--- config.mk ---
export PLATFORM = sky130hd
export DESIGN_NAME = temp_sample_ctrl
export DESIGN_NICKNAME = d
export VERILOG_FILES = /design/src/rtl/temp_sample_ctrl.sv
export SDC_FILE = /design/constraint.sdc
export NUM_CORES = 1
export LEC_CHECK = 0
export CORE_AREA = 2 2 78 80
export CTS_CLUSTER_DIAMETER = 150
export DETAILED_ROUTE_END_ITERATION = 10
export DIE_AREA = 0 0 80 82
export PLACE_DENSITY = 0.78
export SLEW_MARGIN = 0
export SYNTH_ARGS = -nofsm -noshare
export SYNTH_HDL_FRONTEND = slang
export SYNTH_SLANG_ARGS = --single-unit
--- constraint.sdc ---
create_clock -name clk -period 2.7 [get_ports clk]
set_input_delay 0.405 -clock clk [delete_from_list [all_inputs] [get_ports clk]]
set_output_delay 0.405 -clock clk [all_outputs]
set_load 0.01 [all_outputs]
--- src/rtl/temp_sample_ctrl.sv ---
// temp_sample_ctrl: temperature sensor sequencer.
//   Periodically requests a reading from the 8-bit sensor, averages 2**AVG_LOG2
//   readings, compares the average against high/low thresholds with hysteresis,
//   and raises a sticky interrupt on alarm entry or sensor timeout.
// Ports:
//   clk, reset         system clock (posedge), asynchronous active-low reset
//   enable             run sequencing; low returns to IDLE and drops the partial batch
//   sample_req         reading request, high while in REQ (decoded from state)
//   sensor_valid/temp  sensor response, accepted only in REQ
//   thresh_hi/lo       alarm thresholds, sampled in EVAL
//   avg_temp/avg_valid last average and its one-cycle update pulse
//   alarm_hi/lo        level alarms with hysteresis release
//   sensor_fault, irq  sticky fault / interrupt, both cleared by irq_ack
module temp_sample_ctrl #(
  parameter int unsigned INTERVAL = 100,
  parameter int unsigned AVG_LOG2 = 2,
  parameter int unsigned HYST     = 4,
  parameter int unsigned TIMEOUT  = 16
) (
  input  logic       clk,
  input  logic       reset,
  input  logic       enable,
  output logic       sample_req,
  input  logic       sensor_valid,
  input  logic [7:0] sensor_temp,
  input  logic [7:0] thresh_hi,
  input  logic [7:0] thresh_lo,
  output logic [7:0] avg_temp,
  output logic       avg_valid,
  output logic       alarm_hi,
  output logic       alarm_lo,
  output logic       sensor_fault,
  output logic       irq,
  input  logic       irq_ack
);

  localparam int unsigned TEMP_W = 8;
  localparam int unsigned ACC_W  = TEMP_W + AVG_LOG2;
  localparam int unsigned CNT_W  = AVG_LOG2 + 1;
  localparam int unsigned WAIT_W = (INTERVAL > 1) ? $clog2(INTERVAL) : 1;
  localparam int unsigned TO_W   = (TIMEOUT > 1) ? $clog2(TIMEOUT) : 1;

  localparam logic [CNT_W-1:0]  BATCH_LAST = CNT_W'((1 << AVG_LOG2) - 1);
  localparam logic [WAIT_W-1:0] WAIT_LAST  = WAIT_W'(INTERVAL - 1);
  localparam logic [TO_W-1:0]   TO_LAST    = TO_W'(TIMEOUT - 1);
  localparam logic [TEMP_W:0]   HYST_EXT   = (TEMP_W + 1)'(HYST);

  typedef enum logic [1:0] {
    S_IDLE,
    S_WAIT,
    S_REQ,
    S_EVAL
  } state_t;

  state_t              state_q, state_d;
  logic [WAIT_W-1:0]   wait_cnt_q, wait_cnt_d;
  logic [TO_W-1:0]     to_cnt_q, to_cnt_d;
  logic [ACC_W-1:0]    acc_q, acc_d;
  logic [CNT_W-1:0]    cnt_q, cnt_d;

  logic                accept;
  logic                timeout_hit;
  logic                batch_done;
  logic                eval_fire;
  logic [TEMP_W-1:0]   avg;
  logic [TEMP_W:0]     hi_rel_raw;
  logic [TEMP_W:0]     lo_rel_raw;
  logic [TEMP_W-1:0]   hi_rel;
  logic [TEMP_W-1:0]   lo_rel;
  logic                hi_next;
  logic                lo_next;
  logic                irq_rise;

  // Request is a pure state decode so it falls with the state on reset or disable.
  assign sample_req = (state_q == S_REQ);

  // Next-state, counter, accumulator and alarm evaluation.
  always_comb begin
    state_d     = state_q;
    wait_cnt_d  = '0;
    to_cnt_d    = '0;
    acc_d       = acc_q;
    cnt_d       = cnt_q;
    accept      = 1'b0;
    timeout_hit = 1'b0;
    batch_done  = 1'b0;
    eval_fire   = 1'b0;
    hi_next     = alarm_hi;
    lo_next     = alarm_lo;
    irq_rise    = 1'b0;

    accept      = enable && (state_q == S_REQ) && sensor_valid;
    timeout_hit = enable && (state_q == S_REQ) && !sensor_valid && (to_cnt_q == TO_LAST);
    batch_done  = accept && (cnt_q == BATCH_LAST);
    eval_fire   = enable && (state_q == S_EVAL);

    if (!enable) begin
      state_d = S_IDLE;
    end else begin
      unique case (state_q)
        S_IDLE: state_d = S_WAIT;
        S_WAIT: if (wait_cnt_q == WAIT_LAST) state_d = S_REQ;
        S_REQ: begin
          if (accept)           state_d = batch_done ? S_EVAL : S_WAIT;
          else if (timeout_hit) state_d = S_WAIT;
        end
        S_EVAL: state_d = S_WAIT;
        default: state_d = S_IDLE;
      endcase
    end

    // Dwell counters restart whenever their state is (re)entered.
    if (state_q == S_WAIT && state_d == S_WAIT) wait_cnt_d = wait_cnt_q + WAIT_W'(1);
    if (state_q == S_REQ && state_d == S_REQ)   to_cnt_d   = to_cnt_q + TO_W'(1);

    // A batch is dropped on disable or timeout and consumed by EVAL.
    if (!enable || timeout_hit || state_q == S_EVAL) begin
      acc_d = '0;
      cnt_d = '0;
    end else if (accept) begin
      acc_d = acc_q + ACC_W'(sensor_temp);
      cnt_d = cnt_q + CNT_W'(1);
    end

    // Hysteresis release points, clamped to the 8-bit range.
    hi_rel_raw = {1'b0, thresh_hi} - HYST_EXT;
    lo_rel_raw = {1'b0, thresh_lo} + HYST_EXT;
    hi_rel     = hi_rel_raw[TEMP_W] ? '0 : hi_rel_raw[TEMP_W-1:0];
    lo_rel     = lo_rel_raw[TEMP_W] ? '1 : lo_rel_raw[TEMP_W-1:0];

    avg = TEMP_W'(acc_q >> AVG_LOG2);

    if (avg > thresh_hi)   hi_next = 1'b1;
    else if (avg < hi_rel) hi_next = 1'b0;

    if (avg < thresh_lo)   lo_next = 1'b1;
    else if (avg > lo_rel) lo_next = 1'b0;

    irq_rise = (eval_fire && ((hi_next && !alarm_hi) || (lo_next && !alarm_lo))) ||
               (timeout_hit && !sensor_fault);
  end

  // State, counters and accumulator.
  always_ff @(posedge clk or negedge reset) begin
    if (!reset) begin
      state_q    <= S_IDLE;
      wait_cnt_q <= '0;
      to_cnt_q   <= '0;
      acc_q      <= '0;
      cnt_q      <= '0;
    end else begin
      state_q    <= state_d;
      wait_cnt_q <= wait_cnt_d;
      to_cnt_q   <= to_cnt_d;
      acc_q      <= acc_d;
      cnt_q      <= cnt_d;
    end
  end

  // Registered results; a new interrupt source wins over a same-cycle ack.
  always_ff @(posedge clk or negedge reset) begin
    if (!reset) begin
      avg_temp     <= '0;
      avg_valid    <= 1'b0;
      alarm_hi     <= 1'b0;
      alarm_lo     <= 1'b0;
      sensor_fault <= 1'b0;
      irq          <= 1'b0;
    end else begin
      avg_valid    <= eval_fire;
      if (eval_fire) begin
        avg_temp <= avg;
        alarm_hi <= hi_next;
        alarm_lo <= lo_next;
      end
      sensor_fault <= timeout_hit || (sensor_fault && !irq_ack);
      irq          <= irq_rise || (irq && !irq_ack);
    end
  end

endmodule

# After elaboration in Yosys (flattened, before gate mapping)

Cells that the tools add are included.

Bits in registers: 39
Latch bits: 0
Memory bits (writable): 0
Memory bits (read-only): 0
Bits of input ports: 29
Output and inout port bits: 14
Word-level logic and storage cells: 76
Memories: 0

Add/subtract/negate cells: 6
Multiply operators: 0
Div/mod/pow operators: 0
Order comparisons: 4
Equality and inequality tests: 8
Shifts and indexed selects: 0
Multiplexer cells: 18
Bitwise gates (word level): 0
Reductions and logical operators: 29

Operators by type and width:

| kind                | number |
|---|---|
| $mux 10             | 2 |
| $gt 8x8->1          | 2 |
| $lt 8x8->1          | 2 |
| $mux 8              | 2 |
| $logic_and 1x1->1   | 14 |
| $add 10x8->10       | 1 |
| $mux 2              | 5 |
| $add 8x3->9 const B | 1 |
| $sub 8x3->9 const B | 1 |
| $add 7x1->7 const B | 1 |
| $eq 7x7->1 const B  | 1 |
| $mux 7              | 1 |
| $eq 2x2->1 const B  | 3 |
| $logic_not 1->1     | 6 |
| $logic_or 1x1->1    | 6 |
| $mux 3              | 2 |
| $pmux 2 s3          | 1 |
| $add 4x1->4 const B | 1 |
| $eq 2x1->1 const B  | 2 |
| $eq 4x4->1 const B  | 1 |
| $mux 1              | 4 |
| $mux 4              | 1 |
| $add 3x1->3 const B | 1 |
| $eq 3x2->1 const B  | 1 |
| 3 further kinds     | 3 |

# Depth between registers and ports, before layout

Gate-level depths: netlist of run 1.

Depth after elaboration: 11
Depth in mapped cells: 11
Gate-level depth less buffers: 11

# Worst setup path after synthesis of run 1

OpenSTA, ideal clock, no wires.

Kind: input -> register
From: input thresh_hi[2]
To: register alarm_hi
Setup time: 0.139 ns
Arrival: 2.444 ns
Path slack: 0.117 ns
Stages: 11
Cell sequence: inv_1 -> ha_1 -> or3b_4 -> or3_2 -> nand2_1 -> ha_1 -> a21o_1 -> a21oi_1 -> nor2b_1 -> o31ai_1 -> o211ai_1

Longest elaborated chain between the ends: 5
Elaborated cells between the ends (all ways): 6

Ends and longest elaborated chain:

| what                 | line | text |
|---|---|---|
| from (decl)          | 26   | `input logic [7:0] thresh_hi,` |
| $sub 8x3->9          | 126  | `hi_rel_raw = {1'b0, thresh_hi} - HYST_EXT;` |
| $mux 8               | 128  | `hi_rel = hi_rel_raw[TEMP_W] ? '0 : hi_rel_raw[TEMP_W-1:0];` |
| $lt 8x8->1           | 134  | `else if (avg < hi_rel) hi_next = 1'b0;` |
| $mux 1               | 134  |  |
| $mux 1 (*)           | 133  | `if (avg > thresh_hi) hi_next = 1'b1;` |
| to (signal assigned) | 173  | `alarm_hi <= hi_next;` |
| to (decl)            | 30   | `output logic alarm_hi,` |

Every way passes the cells marked *; elsewhere a longest branch is shown, timed or not.
A chain may end at the register's enable or synchronous reset.

# Final worst setup path of run 1

From: input thresh_hi[3]
To: register alarm_hi

Same word-level chain as after synthesis.

==> flow_metrics.tcl, run 1 <==
set metrics [dict create \
    syn_inst 333 \
    cts_root_buffer "clkbuf_8" \
    start_util 0.526 \
    dpl.hpwl_um 5120 \
    leakage_nw 1.79 \
    firstDrtPassIters 4 \
    synth_common_cells "ha_1, dfrtp_1, nand2_1, a21oi_1, nor2_1" \
    cts_sinks 39 \
    route.detailed.drc 0 \
    drt_iter0_markers 104 \
    nNetsFinal 468 \
    cts_buffers 5 \
    setup-violations-final 0 \
    coreArea_um2 5750 \
    die-area_um2 6560 \
    crit_fanout 2 \
    muxShareOfSynthArea 0.0360 \
    synth_compound_area_frac 0.157 \
    synth_edf_count 0 \
    arrival_ps 2670 \
    min_period_ps 2510 \
    synth_top_area_share 0.323 \
    cap_violations 0 \
    endpoint_kind "flop" \
    preCtsSetupSlack_ps -387 \
    synthTopCellsByArea "dfrtp_1, ha_1, a21oi_1" \
    fin_area_um2 3710 \
    slew_violations 0 \
    vias 2582 \
    clockBufferDepth 2 \
    cts_tree "yes" \
    fmax_ghz 0.398 \
    fin_ws_ps 190 \
    vias_per_cell 5.53 \
    grt_usage 0.215 \
    crit_required_ps 2860 \
    fillers 504 \
    synth-seq-area-share 0.323 \
    syn-cell-area_um2 3020 \
    startpoint_type "input pin" \
    gp_congestion 0.824 \
    drive_above_1_share 0.110 \
    antenna_found_initial 0 \
    synth-simple-area-share 0.205 \
    ioPinCount 43 \
    powerDensity_nw_per_um2 428 \
    run_status "complete, no violations" \
    maxSlewHeadroom 0.463 \
    insertion_delay_ps 290 \
    grt_pass1_wl_um 11200 \
    cts_setup_buffers 0 \
    synth_top_family_by_area "simple AND/OR/NAND/NOR gates" \
    yosysWarningCount 0 \
    hold_viol 0 \
    ys_ff_latch 39 \
    grt_max_degree 40 \
    critPathKind "input pin to flop" \
    worst_pin_slew_ps 806 \
    post_drt_wl_per_cell_um 14.0 \
    synth_xor_area_frac 0.0406 \
    synthAdderAreaFrac 0.201 \
    syn_area_per_cell_um2 9.07 \
    placed_area_um2 3610 \
    synthMostInstantiatedCell "ha_1" \
    die_x_um 80 \
    hp-class "input pin to asynchronous set/reset pin" \
    synth_top_area_cell "dfrtp_1" \
    finClkSkew_ps 4.72 \
    grt_pass1_vias 2584 \
    postSynthNetCount 410 \
    synth_cell_types 51 \
    cts_max_level 2 \
    synthFlopType "dfrtp_1" \
    ir_drop_mv 0.365 \
    min_period_over_period 0.929 \
    rsz0062_at_grt "no" \
    port_buffers 42 \
    area_growth_pct 22.7 \
    postRouteAntennaNets 0 \
    clk_pin_slew_ps 70 \
    whs_ps 200 \
    setup_tns_ps 0 \
    async_flop_share 1.00 \
    floorplan.rows 28 \
    grt.overflow.total 0 \
    n_antenna_cell 0 \
    drt-total-wl_um 6550 \
    die_y_um 82 \
]
## metrics by stage
stage / std cells / power [mW] / utilization
after global routing: 467 / 1.71 / 0.645
after global placement: 459 / 1.20 / 0.629
after CTS: 467 / 1.60 / 0.645
after detailed placement: 459 / 1.23 / 0.629
final: 467 / 1.59 / 0.645
after floorplan: 333 / 1.02 / -
## sequential cells by signal, indices dropped and copies added, names as in the netlist
name	count
irq	1
avg_valid	1
cnt_q	3
avg_temp	8
state_q	2
wait_cnt_q	7
alarm_lo	1
acc_q	10
alarm_hi	1
to_cnt_q	4
sensor_fault	1
## worst max-delay path: stages
cell and delay (ps):
dlygate4sd2_1 250, inv_2 60, ha_2 180, or3b_4 380, or3_4 340, nand2_1 80, ha_1 230, a21o_1 190
a21oi_2 150, nor2b_1 60, o31ai_1 210, o211ai_1 120
## metal layers
metal,wire length (µm),global-route usage,vias to the layer above
li1,-,-,1331
met1,2830,0.255,1188
met2,3320,0.391,53
met3,303,0.0374,10
met4,97,0.0780,0
met5,0,0,-
## report_power, final
part	total, mW	leakage (nW)	switching, mW	internal [mW]
clock	0.366	0.0422	0.186	0.181
sequential	0.694	0.535	0.0673	0.627
combinational	0.525	1.21	0.278	0.247
total	1.59	1.79	0.531	1.06
## placed cells by master (no fill, tap or decap), types with 8 or more instances in the layout
cell type and n:
ha_1 46, dfrtp_1 39, clkdlybuf4s50_1 39, nand2_1 29
nor2_1 24, a21oi_1 24, inv_1 21, nand3_1 15
buf_4 15, nor3_1 9, xnor2_1 8, o21ai_0 8
## path summary, 6_finish.rpt
path	cells after the start	slack [ps]	start	to
setup / recovery	12	190	thresh_hi[3]	alarm_hi$_DFFE_PN0P_
hold / removal	1	200	reset	wait_cnt_q[4]$_DFF_PN0_
setup reg to reg	7	600	acc_q[0]$_DFFE_PN0P_	acc_q[6]$_DFFE_PN0P_
hold reg to reg	1	460	wait_cnt_q[0]$_DFF_PN0_	wait_cnt_q[0]$_DFF_PN0_
max in group asynchronous	1	1990	reset	avg_temp[1]$_DFFE_PN0P_
min in group clk	1	460	wait_cnt_q[0]$_DFF_PN0_	wait_cnt_q[0]$_DFF_PN0_
## cell type report
type	instances	area, µm²	area share
inverters	23	86.3	0.0233
well taps	75	93.8	0.0253
clock inverters	1	5.00	0.00135
clock buffers	7	76.3	0.0206
repair buffers	57	529	0.143
multi-input cells	265	1940	0.523
flip-flops and latches	39	976	0.263
## kinds of logic (layout without fill, tap and decap cells)
| family | after synthesis | in the layout |
|---|---|---|
| buffers and inverters | 29 | 88 |
| flip-flops | 39 | 39 |
| adder cells (fa/ha/maj) | 48 | 48 |
| AND/OR/NAND/NOR | 119 | 119 |
| multiplexers | 10 | 10 |
| AO/OA/AOI/OAI | 74 | 74 |
| XOR/XNOR | 14 | 14 |
## repair_timing
| item | CTS | global route |
|---|---|---|
| hold buffers | 0 | 0 |
| gates cloned | 0 | 0 |
| hold endpoints to repair | 0 | 0 |
| endpoints found under the setup margin | 1 | 1 |
| resized for setup | 5 | 2 |
| pin swaps | 4 | 2 |
(Power assumes the default switching activity.)
==> run 2, diff against run 1 <==
--- a/config.mk
+++ b/config.mk
@@ -5,11 +5,12 @@
 export SDC_FILE = /design/constraint.sdc
 export NUM_CORES = 1
 export LEC_CHECK = 0
-export CORE_AREA = 2 2 78 80
+export CAP_MARGIN = 20
+export CORE_AREA = 2 2 60 104
 export CTS_CLUSTER_DIAMETER = 150
 export DETAILED_ROUTE_END_ITERATION = 10
-export DIE_AREA = 0 0 80 82
-export PLACE_DENSITY = 0.78
+export DIE_AREA = 0 0 62 106
+export PLACE_DENSITY = 0.77
 export SLEW_MARGIN = 0
 export SYNTH_ARGS = -nofsm -noshare
 export SYNTH_HDL_FRONTEND = slang
==> flow_metrics.tcl, run 2 (synthesis gave the netlist of run 1 again) <==
set metrics [dict create \
    run_status "complete, no violations" \
    final_cell_mix "ha_1, dfrtp_1, clkdlybuf4s50_1" \
    setup-violations-final 0 \
    arrival_ps 2590 \
    firstDrtPassIters 4 \
    drive_above_1_share 0.110 \
    cap_violations 0 \
    antenna_found_initial 0 \
    port_buffers 42 \
    clockBufferDepth 2 \
    fmax_ghz 0.412 \
    area_growth_pct 22.9 \
    reg2reg_slack_ps 500 \
    floorplan.rows 37 \
    leakage_nw 1.79 \
    insertion_delay_ps 290 \
    route.detailed.drc 0 \
    die_x_um 62 \
    coreArea_um2 5790 \
    cts_root_buffer "clkbuf_8" \
    grt_pass1_vias 2695 \
    start_util 0.522 \
    powerDensity_nw_per_um2 432 \
    postRouteAntennaNets 0 \
    critPathKind "input pin to flop" \
    maxSlewHeadroom 0.427 \
    ir_drop_mv 0.464 \
    min_period_ps 2430 \
    nNetsFinal 467 \
    r2r_start "acc_q[0]$_DFFE_PN0P_" \
    grt_max_degree 40 \
    worst_pin_slew_ps 860 \
    grt_usage 0.234 \
    fillers 499 \
    whs_ps 218 \
    reg2reg_to "acc_q[6]$_DFFE_PN0P_" \
    power_mw 1.60 \
    dpl.hpwl_um 5630 \
    finClkSkew_ps 7.61 \
    grt_pass1_wl_um 11700 \
    hold_viol 0 \
    die_y_um 106 \
    regMostFlops "acc_q" \
    crit_required_ps 2860 \
    drt_iter0_markers 59 \
    cts_tree "yes" \
    min_period_over_period 0.900 \
    post_drt_wl_per_cell_um 15.1 \
    crit_fanout 2 \
    cts_sinks 39 \
    largest_register_ff_count 10 \
    rsz0062_at_grt "no" \
    cts_max_level 2 \
    vias_per_cell 5.64 \
    drt-total-wl_um 7090 \
    endpoint_kind "flop" \
    vias 2647 \
    gp_congestion 0.893 \
    hp-class "input pin to asynchronous set/reset pin" \
    die-area_um2 6570 \
    worst_r2r_path_depth 7 \
    cts_buffers 5 \
    largestRegisters "acc_q: 10 flops, avg_temp: 8 flops, wait_cnt_q: 7 flops" \
    slew_violations 0 \
    grt.overflow.total 0 \
    startpoint_type "input pin" \
    n_antenna_cell 0 \
    clk_pin_slew_ps 80 \
    final_common_cell "ha_1" \
    ioPinCount 43 \
]
run 2: routing by layer:
metal,vias up,global-route usage,share of wire,wire (µm)
li1,1323,-,-,-
met1,1268,0.242,0.38,2680
met4,0,0.0866,0.024,170
met5,-,0,0,0
met3,12,0.0328,0.021,150
met2,44,0.439,0.58,4090
run 2: worst max-delay path, stage by stage:
cell and delay [ps]:
clkdlybuf4s50_1 420, or3b_4 400, or3_4 340, nand2_1 70
ha_1 240, a21o_1 190, a21oi_2 140, nor2b_1 70
o31ai_1 200, o211ai_1 120
run 2: what timing repair did:
item	4_1_cts	5_1_grt
gates resized for setup	3	4
hold buffers	0	0
pin swaps	1	1
endpoints found under the setup margin	1	1
buffers inserted	0	0
cloned	0	0
run 2: area by class of cell:
type	count	area, µm²	share of cell area
inverters	23	86.3	0.0233
repair buffers	56	526	0.142
clock buffers	6	72.6	0.0196
multi-input cells	265	1940	0.523
clock inverters	2	12.5	0.00337
flip-flops and latches	39	976	0.263
well taps	78	97.6	0.0263
run 2: how the worst max path moves through the flow:
stage | start | end | cells past startpoint
final | thresh_hi[5] | alarm_hi$_DFFE_PN0P_ | 10
after global routing | thresh_hi[4] | alarm_hi$_DFFE_PN0P_ | 11
after CTS | thresh_hi[3] | alarm_hi$_DFFE_PN0P_ | 12
after detailed placement | thresh_hi[3] | alarm_hi$_DFFE_PN0P_ | 12
after global placement | thresh_hi[2] | alarm_hi$_DFFE_PN0P_ | 12
after floorplan | thresh_hi[2] | alarm_hi$_DFFE_PN0P_ | 11
run 2: report_power, final:
group / total [mW] / internal (mW) / switching (mW)
clock network: 0.379 / 0.180 / 0.198
registers: 0.693 / 0.627 / 0.0661
logic: 0.532 / 0.246 / 0.286
run 2: metrics by stage:
step | util | setup slack (ps) | setup TNS, ps | std cells | cell area, µm²
floorplan | - | 117 | 0 | 333 | 3020
finish | 0.641 | 271 | 0 | 469 | 3710
CTS | 0.640 | 3.79 | 0 | 469 | 3710
global placement | 0.624 | -263 | -263 | 461 | 3610
global route | 0.641 | 59.9 | 0 | 469 | 3710
detailed placement | 0.624 | -379 | -379 | 461 | 3610
==> run 3, diff against run 2 <==
--- a/config.mk
+++ b/config.mk
@@ -5,7 +5,6 @@
 export SDC_FILE = /design/constraint.sdc
 export NUM_CORES = 1
 export LEC_CHECK = 0
-export CAP_MARGIN = 20
 export CORE_AREA = 2 2 60 104
 export CTS_CLUSTER_DIAMETER = 150
 export DETAILED_ROUTE_END_ITERATION = 10
==> results of run 3 <==
Same layout as run 2: the final DEF is identical, and so are final timing and power.
